<file path="src/rtl/op_register_pkg.sv">
// op_register_pkg: opcodes and FSM state encoding shared by op_register
package op_register_pkg;
   localparam logic [2:0] OP_CLR = 3'd0;
   localparam logic [2:0] OP_LD  = 3'd1;
   localparam logic [2:0] OP_INC = 3'd2;
   localparam logic [2:0] OP_DEC = 3'd3;
   localparam logic [2:0] OP_SHR = 3'd4;
   localparam logic [2:0] OP_SHL = 3'd5;
   localparam logic [2:0] OP_ASR = 3'd6;
   localparam logic [2:0] OP_ROR = 3'd7;
   typedef enum logic {IDLE, SHIFT} state_t;
endpackage

</file>
<file path="src/rtl/op_register_shifter.sv">
// op_register_shifter: combinational SHR/SHL/ASR/ROR by amt bits with last-bit-out carry
import op_register_pkg::*;
module op_register_shifter #(
   parameter int DATA_WIDTH = 16,
   parameter int AMT_WIDTH  = $clog2(DATA_WIDTH)
) (
   input  logic [DATA_WIDTH-1:0] val,
   input  logic [2:0]            op,
   input  logic                  fill,
   input  logic [AMT_WIDTH-1:0]  amt,
   output logic [DATA_WIDTH-1:0] res,
   output logic                  carry_out
);
   logic                  top_fill;
   logic [DATA_WIDTH-1:0] right_src, right_res, left_res, first_r, first_l;
   assign top_fill  = op == OP_ASR ? val[DATA_WIDTH-1] : fill;
   assign right_src = op == OP_ROR ? val : {DATA_WIDTH{top_fill}};
   assign right_res = (val >> amt) | (right_src << (DATA_WIDTH - amt));
   assign left_res  = (val << amt) | ({DATA_WIDTH{fill}} >> (DATA_WIDTH - amt));
   assign first_r   = val >> (amt - 1'b1);
   assign first_l   = val << (amt - 1'b1);
   assign res       = op == OP_SHL ? left_res : right_res;
   assign carry_out = op == OP_SHL ? first_l[DATA_WIDTH-1] : first_r[0];
endmodule

</file>
<file path="src/rtl/op_register.sv">
// op_register: multi-mode datapath register with start/busy/done handshake; OP_REGISTER_BARREL_SHIFT_EN selects single-cycle barrel shifts
import op_register_pkg::*;
module op_register #(
   parameter int DATA_WIDTH = 16,
   parameter int AMT_WIDTH  = $clog2(DATA_WIDTH)
) (
   input  logic                  clk,
   input  logic                  rst,
   input  logic                  start,
   input  logic [2:0]            op,
   input  logic [AMT_WIDTH-1:0]  amt,
   input  logic                  ser_in,
   input  logic [DATA_WIDTH-1:0] in,
   output logic [DATA_WIDTH-1:0] out,
   output logic                  busy,
   output logic                  done,
   output logic                  carry,
   output logic                  zero
);
   logic [DATA_WIDTH-1:0] alu_out, sh_out;
   logic                  alu_c, sh_c, is_shift;
   assign is_shift = op >= OP_SHR;
   assign zero     = out == '0;
   assign alu_out  = op == OP_CLR ? '0 : op == OP_LD ? in : op == OP_INC ? out + 1'b1 :
                     op == OP_DEC ? out - 1'b1 : '0;
   assign alu_c    = op == OP_INC ? &out : op == OP_DEC ? ~|out : 1'b0;
`ifdef OP_REGISTER_BARREL_SHIFT_EN
   op_register_shifter #(.DATA_WIDTH(DATA_WIDTH), .AMT_WIDTH(AMT_WIDTH)) u_shifter (
      .val(out), .op(op), .fill(ser_in), .amt(amt), .res(sh_out), .carry_out(sh_c)
   );
   assign busy = 1'b0;
   // Every op completes on its accepting edge; a zero-length shift leaves out/carry alone
   always_ff @(posedge clk or posedge rst) begin
      if (rst) begin
         out   <= '0;
         carry <= 1'b0;
         done  <= 1'b0;
      end else begin
         done <= start;
         if (start && (!is_shift || amt != '0)) begin
            out   <= is_shift ? sh_out : alu_out;
            carry <= is_shift ? sh_c : alu_c;
         end
      end
   end
`else
   state_t                state;
   logic [AMT_WIDTH-1:0]  cnt;
   logic [2:0]            op_q;
   logic                  fill_q;
   op_register_shifter #(.DATA_WIDTH(DATA_WIDTH), .AMT_WIDTH(AMT_WIDTH)) u_shifter (
      .val(out), .op(state == SHIFT ? op_q : op), .fill(state == SHIFT ? fill_q : ser_in),
      .amt(AMT_WIDTH'(1)), .res(sh_out), .carry_out(sh_c)
   );
   // Accept in IDLE, first shift step on the accepting edge, remaining steps one per edge in SHIFT
   always_ff @(posedge clk or posedge rst) begin
      if (rst) begin
         out    <= '0;
         carry  <= 1'b0;
         done   <= 1'b0;
         busy   <= 1'b0;
         state  <= IDLE;
         cnt    <= '0;
         op_q   <= OP_CLR;
         fill_q <= 1'b0;
      end else begin
         done <= 1'b0;
         if (state == IDLE) begin
            if (start) begin
               op_q   <= op;
               fill_q <= ser_in;
               if (!is_shift || amt != '0) begin
                  out   <= is_shift ? sh_out : alu_out;
                  carry <= is_shift ? sh_c : alu_c;
               end
               if (is_shift && amt > AMT_WIDTH'(1)) begin
                  state <= SHIFT;
                  busy  <= 1'b1;
                  cnt   <= amt - 1'b1;
               end else begin
                  done <= 1'b1;
               end
            end
         end else begin
            out   <= sh_out;
            carry <= sh_c;
            cnt   <= cnt - 1'b1;
            if (cnt == AMT_WIDTH'(1)) begin
               state <= IDLE;
               busy  <= 1'b0;
               done  <= 1'b1;
            end
         end
      end
   end
`endif
endmodule

</file>
<file path="config.mk">
export PLATFORM = sky130hd
export DESIGN_NAME = op_register
export DESIGN_NICKNAME = d
export VERILOG_FILES = /design/src/rtl/op_register_pkg.sv /design/src/rtl/op_register_shifter.sv /design/src/rtl/op_register.sv
export SDC_FILE = /design/constraint.sdc
export NUM_CORES = 1
export LEC_CHECK = 0
export BUFFER_PORTS_ARGS = -buffer_cell sky130_fd_sc_hd__buf_2
export CORE_ASPECT_RATIO = 1.2
export CORE_MARGIN = 1.5
export CORE_UTILIZATION = 37
export CTS_CLUSTER_DIAMETER = 80
export DETAILED_ROUTE_END_ITERATION = 12
export PLACE_DENSITY_LB_ADDON = 0.3
export SYNTH_ARGS = -nofsm -noshare
export SYNTH_HDL_FRONTEND = slang
export SYNTH_HIERARCHICAL = 1
export SYNTH_SLANG_ARGS = --single-unit
</file>
<file path="constraint.sdc">
create_clock -name clk -period 3.3 [get_ports clk]
set_input_delay 0.495 -clock clk [delete_from_list [all_inputs] [get_ports clk]]
set_output_delay 0.495 -clock clk [all_outputs]
set_load 0.05 [all_outputs]
</file>
==> flow_summary.json <==
{
  "slowest_delay_ns": 0.49,
  "grt_pass1_vias": 5926,
  "drv_cap": 0,
  "r2r-end": "out[15]",
  "irDropWorstVdd_mv": 0.4508,
  "final_util_pct": 41.17,
  "numCtsBuffers": 3,
  "routedWlPerCell_um": 24.87,
  "avgViaCountPerCell": 6.802,
  "start_util_pct": 38.00,
  "cts_max_level": 1,
  "tns_ns": 0,
  "dpl.hpwl_mm": 16.74,
  "drive_above_1_share_pct": 21.97,
  "synth_ff_type": "dfrtp_1",
  "cts_hold_buf": 0,
  "worst_pin_slew_ns": 1.095,
  "synth.cell_area_sq_um": 5500,
  "grt_max_degree": 43,
  "area_growth_syn_to_layout_pct": 8.349,
  "fillCellCount": 1468,
  "holdWs_ns": 0.4736,
  "setup_viol": 0,
  "worstHoldPathType": "primary input to register",
  "crit_chain": "mux2_2 -> or2_2 -> or2b_2 -> a31oi_1 -> a221oi_1 -> nor2_1 -> nor3_1 -> a21oi_1 -> a31oi_1",
  "grt_antenna_before_repair": 0,
  "cts_sinks": 28,
  "io_buffers": 46,
  "worstHoldStart": "ser_in",
  "period_needed_ns": 2.744,
  "drcViolationCount": 0,
  "ys_seq_elements": 28,
  "netlist.top_cell.by_area": "mux4_2",
  "r2r_start": "state",
  "vias": 6190,
  "path_delay_family": "simple AND/OR/NAND/NOR gates",
  "slowest_stage": "a221oi_1",
  "avgSynthCellArea_sq_um": 7.858,
  "die_area_sq_um": 15610,
  "post-route-period-util_pct": 83.15,
  "cts.reportedPaths.clkPinSlew_ns": 0.07,
  "placed_cells": 906,
  "ys_types": 83,
  "r2r_cells": 9,
  "p_leak_nw": 2.265,
  "drt-initial-drc-count": 633,
  "grt_setup_unrepaired": "false",
  "ys_top_cells_by_count": "nand2_1, nor2_1, clkbuf_1, o21ai_0, a21oi_1",
  "max_freq_mhz": 364.4,
  "core_sq_um": 14470,
  "crit_arrival_ns": 2.94,
  "min_to": "fill_q",
  "worstSetupEndpointType": "register",
  "async_reset_ff_share_pct": 100.0,
  "cts_tree": "yes",
  "die_w_um": 114.3,
  "ff2ff_setup_slack_ns": 0.56,
  "postCtsSetupBuffers": 0,
  "layout.cells.non_filler": 910,
  "maxSlewViolCount": 0,
  "crit_path_frequent_cell": "a31oi_1",
  "clock_latency_ns": 0.27,
  "insertedDiodeCount": 0,
  "grt_first_pass_wirelength_mm": 34.94,
  "ios": 47,
  "slew-limit-headroom_pct": 26.95,
  "yosysSeqAreaShare_pct": 12.74,
  "fin_area_sq_um": 5959,
  "post_cts_resized": 0,
  "cts_root_buffer": "clkbuf_16",
  "path_buf_inv": 0,
  "synth_top_area_share_pct": 14.74,
  "critPathLaunchType": "register",
  "multi_input_area_sq_um": 4354,
  "ys_warn_count": 6,
  "critPathMaxFanout": 16,
  "drt-total-wl_mm": 22.64,
  "yosys-top-cells-area": "mux4_2, dfrtp_1, nand2_1, o21ai_0, a21oi_1",
  "critical_path_class": "register to register",
  "pwr_density_cell_nw_per_um2": 935.8,
  "fin_skew_ns": 0.004622,
  "crit_required_ns": 3.49,
  "grt.total_usage_pct": 29.34,
  "hold_violations": 0,
  "clock_path_buffers": 2,
  "syn_inst": 700,
  "die_h_um": 136.6,
  "place_area_sq_um": 5854,
  "first_pass_iters": 5,
  "hold_depth": 2,
  "run_status": "complete, no violations",
  "row_count": 48,
  "final_net_count": 746,
  "synth_edf_count": 0,
  "ant_nets": 0,
  "synth_most_common_cell": "nand2_1",
  "gr-total-overflow": 0,
  "routabilityCongestion": 0.9786,
  "regArea_sq_um": 700.7
}
==> cell families (layout without fill, tap and decap cells) <==
kind of cell	count (synthesis)	count (layout)	synth area share, %
compound gates	231	231	29.89
xor+xnor	22	22	3.844
fa+ha+maj	8	8	1.820
buf+inv	100	101	8.849
flops	28	28	12.74
mux	66	66	20.52
other cells	2	11	0.1365
simple gates	243	243	22.20
==> flip-flops by register name, indices dropped and copies added (netlist names) <==
signal	flops
state	1
out	16
op_q	3
fill_q	1
busy	1
done	1
cnt	4
carry	1
==> metrics by stage <==
stage	total power, mW	setup slack (ns)
3_5_place_dp	4.958	0.5015
4_1_cts	5.338	0.5702
3_3_place_gp	4.927	0.4439
2_1_floorplan	3.762	0.2332
6_report	5.577	0.5559
5_1_grt	5.878	0.2874
==> layout by cell type (no fill, tap or decap), types with 9 or more instances in the layout <==
master / count
xnor2_1: 11
xor2_1: 10
nor3_1: 21
mux2_2: 14
nand2b_1: 10
conb_1: 11
o211ai_1: 9
a21oi_1: 43
mux2i_1: 16
and3_1: 10
nor2_1: 58
buf_2: 46
inv_1: 14
dfrtp_1: 28
buf_4: 34
nand3_1: 17
o21ai_0: 44
a221oi_1: 15
nand2_1: 68
or3_1: 9
a32oi_1: 9
a211oi_1: 19
mux4_2: 36
==> worst reg2reg max path: stages (launching register included) <==
cell and delay [ns]:
dfrtp_1 0.47, mux2_2 0.43, or2_2 0.45, or2b_2 0.25
a31oi_1 0.05, a221oi_1 0.49, nor2_1 0.10, nor3_1 0.21
a21oi_1 0.06, a31oi_1 0.16
==> layout make-up <==
type	count	share of cell area (%)
Clock buffer	3	1.260
Clock inverter	1	0.5039
Inverter	17	1.071
Multi-Input combinational cell	581	73.06
Sequential cell	28	11.76
Tap cell	200	4.199
Timing Repair Buffer	80	8.146
==> worst max path at each step <==
stage	from	endpoint	slack, ns	cells past startpoint
after floorplan	out[0]	zero	0.23	6
after global placement	op[1]	out[15]	0.44	9
after detailed placement	op[0]	out[15]	0.50	12
after CTS	out[0]	zero	0.57	6
after global routing	state	out[15]	0.29	11
final	state	out[15]	0.56	9
==> power breakdown <==
group	total, mW	internal, mW	switching [mW]
registers	0.852	0.508	0.343
logic	4.35	1.61	2.75
clock network	0.370	0.242	0.128
==> per-layer routing <==
| metal | global-route usage [%] | share of wire [%] | vias to the layer above |
|---|---|---|---|
| li1 | - | - | 2707 |
| met1 | 37.56 | 39 | 3023 |
| met2 | 49.67 | 48 | 380 |
| met3 | 2.436 | 7.2 | 80 |
| met4 | 14.86 | 5.2 | 0 |
| met5 | 0 | 0 | - |
(Power assumes the default switching activity.)
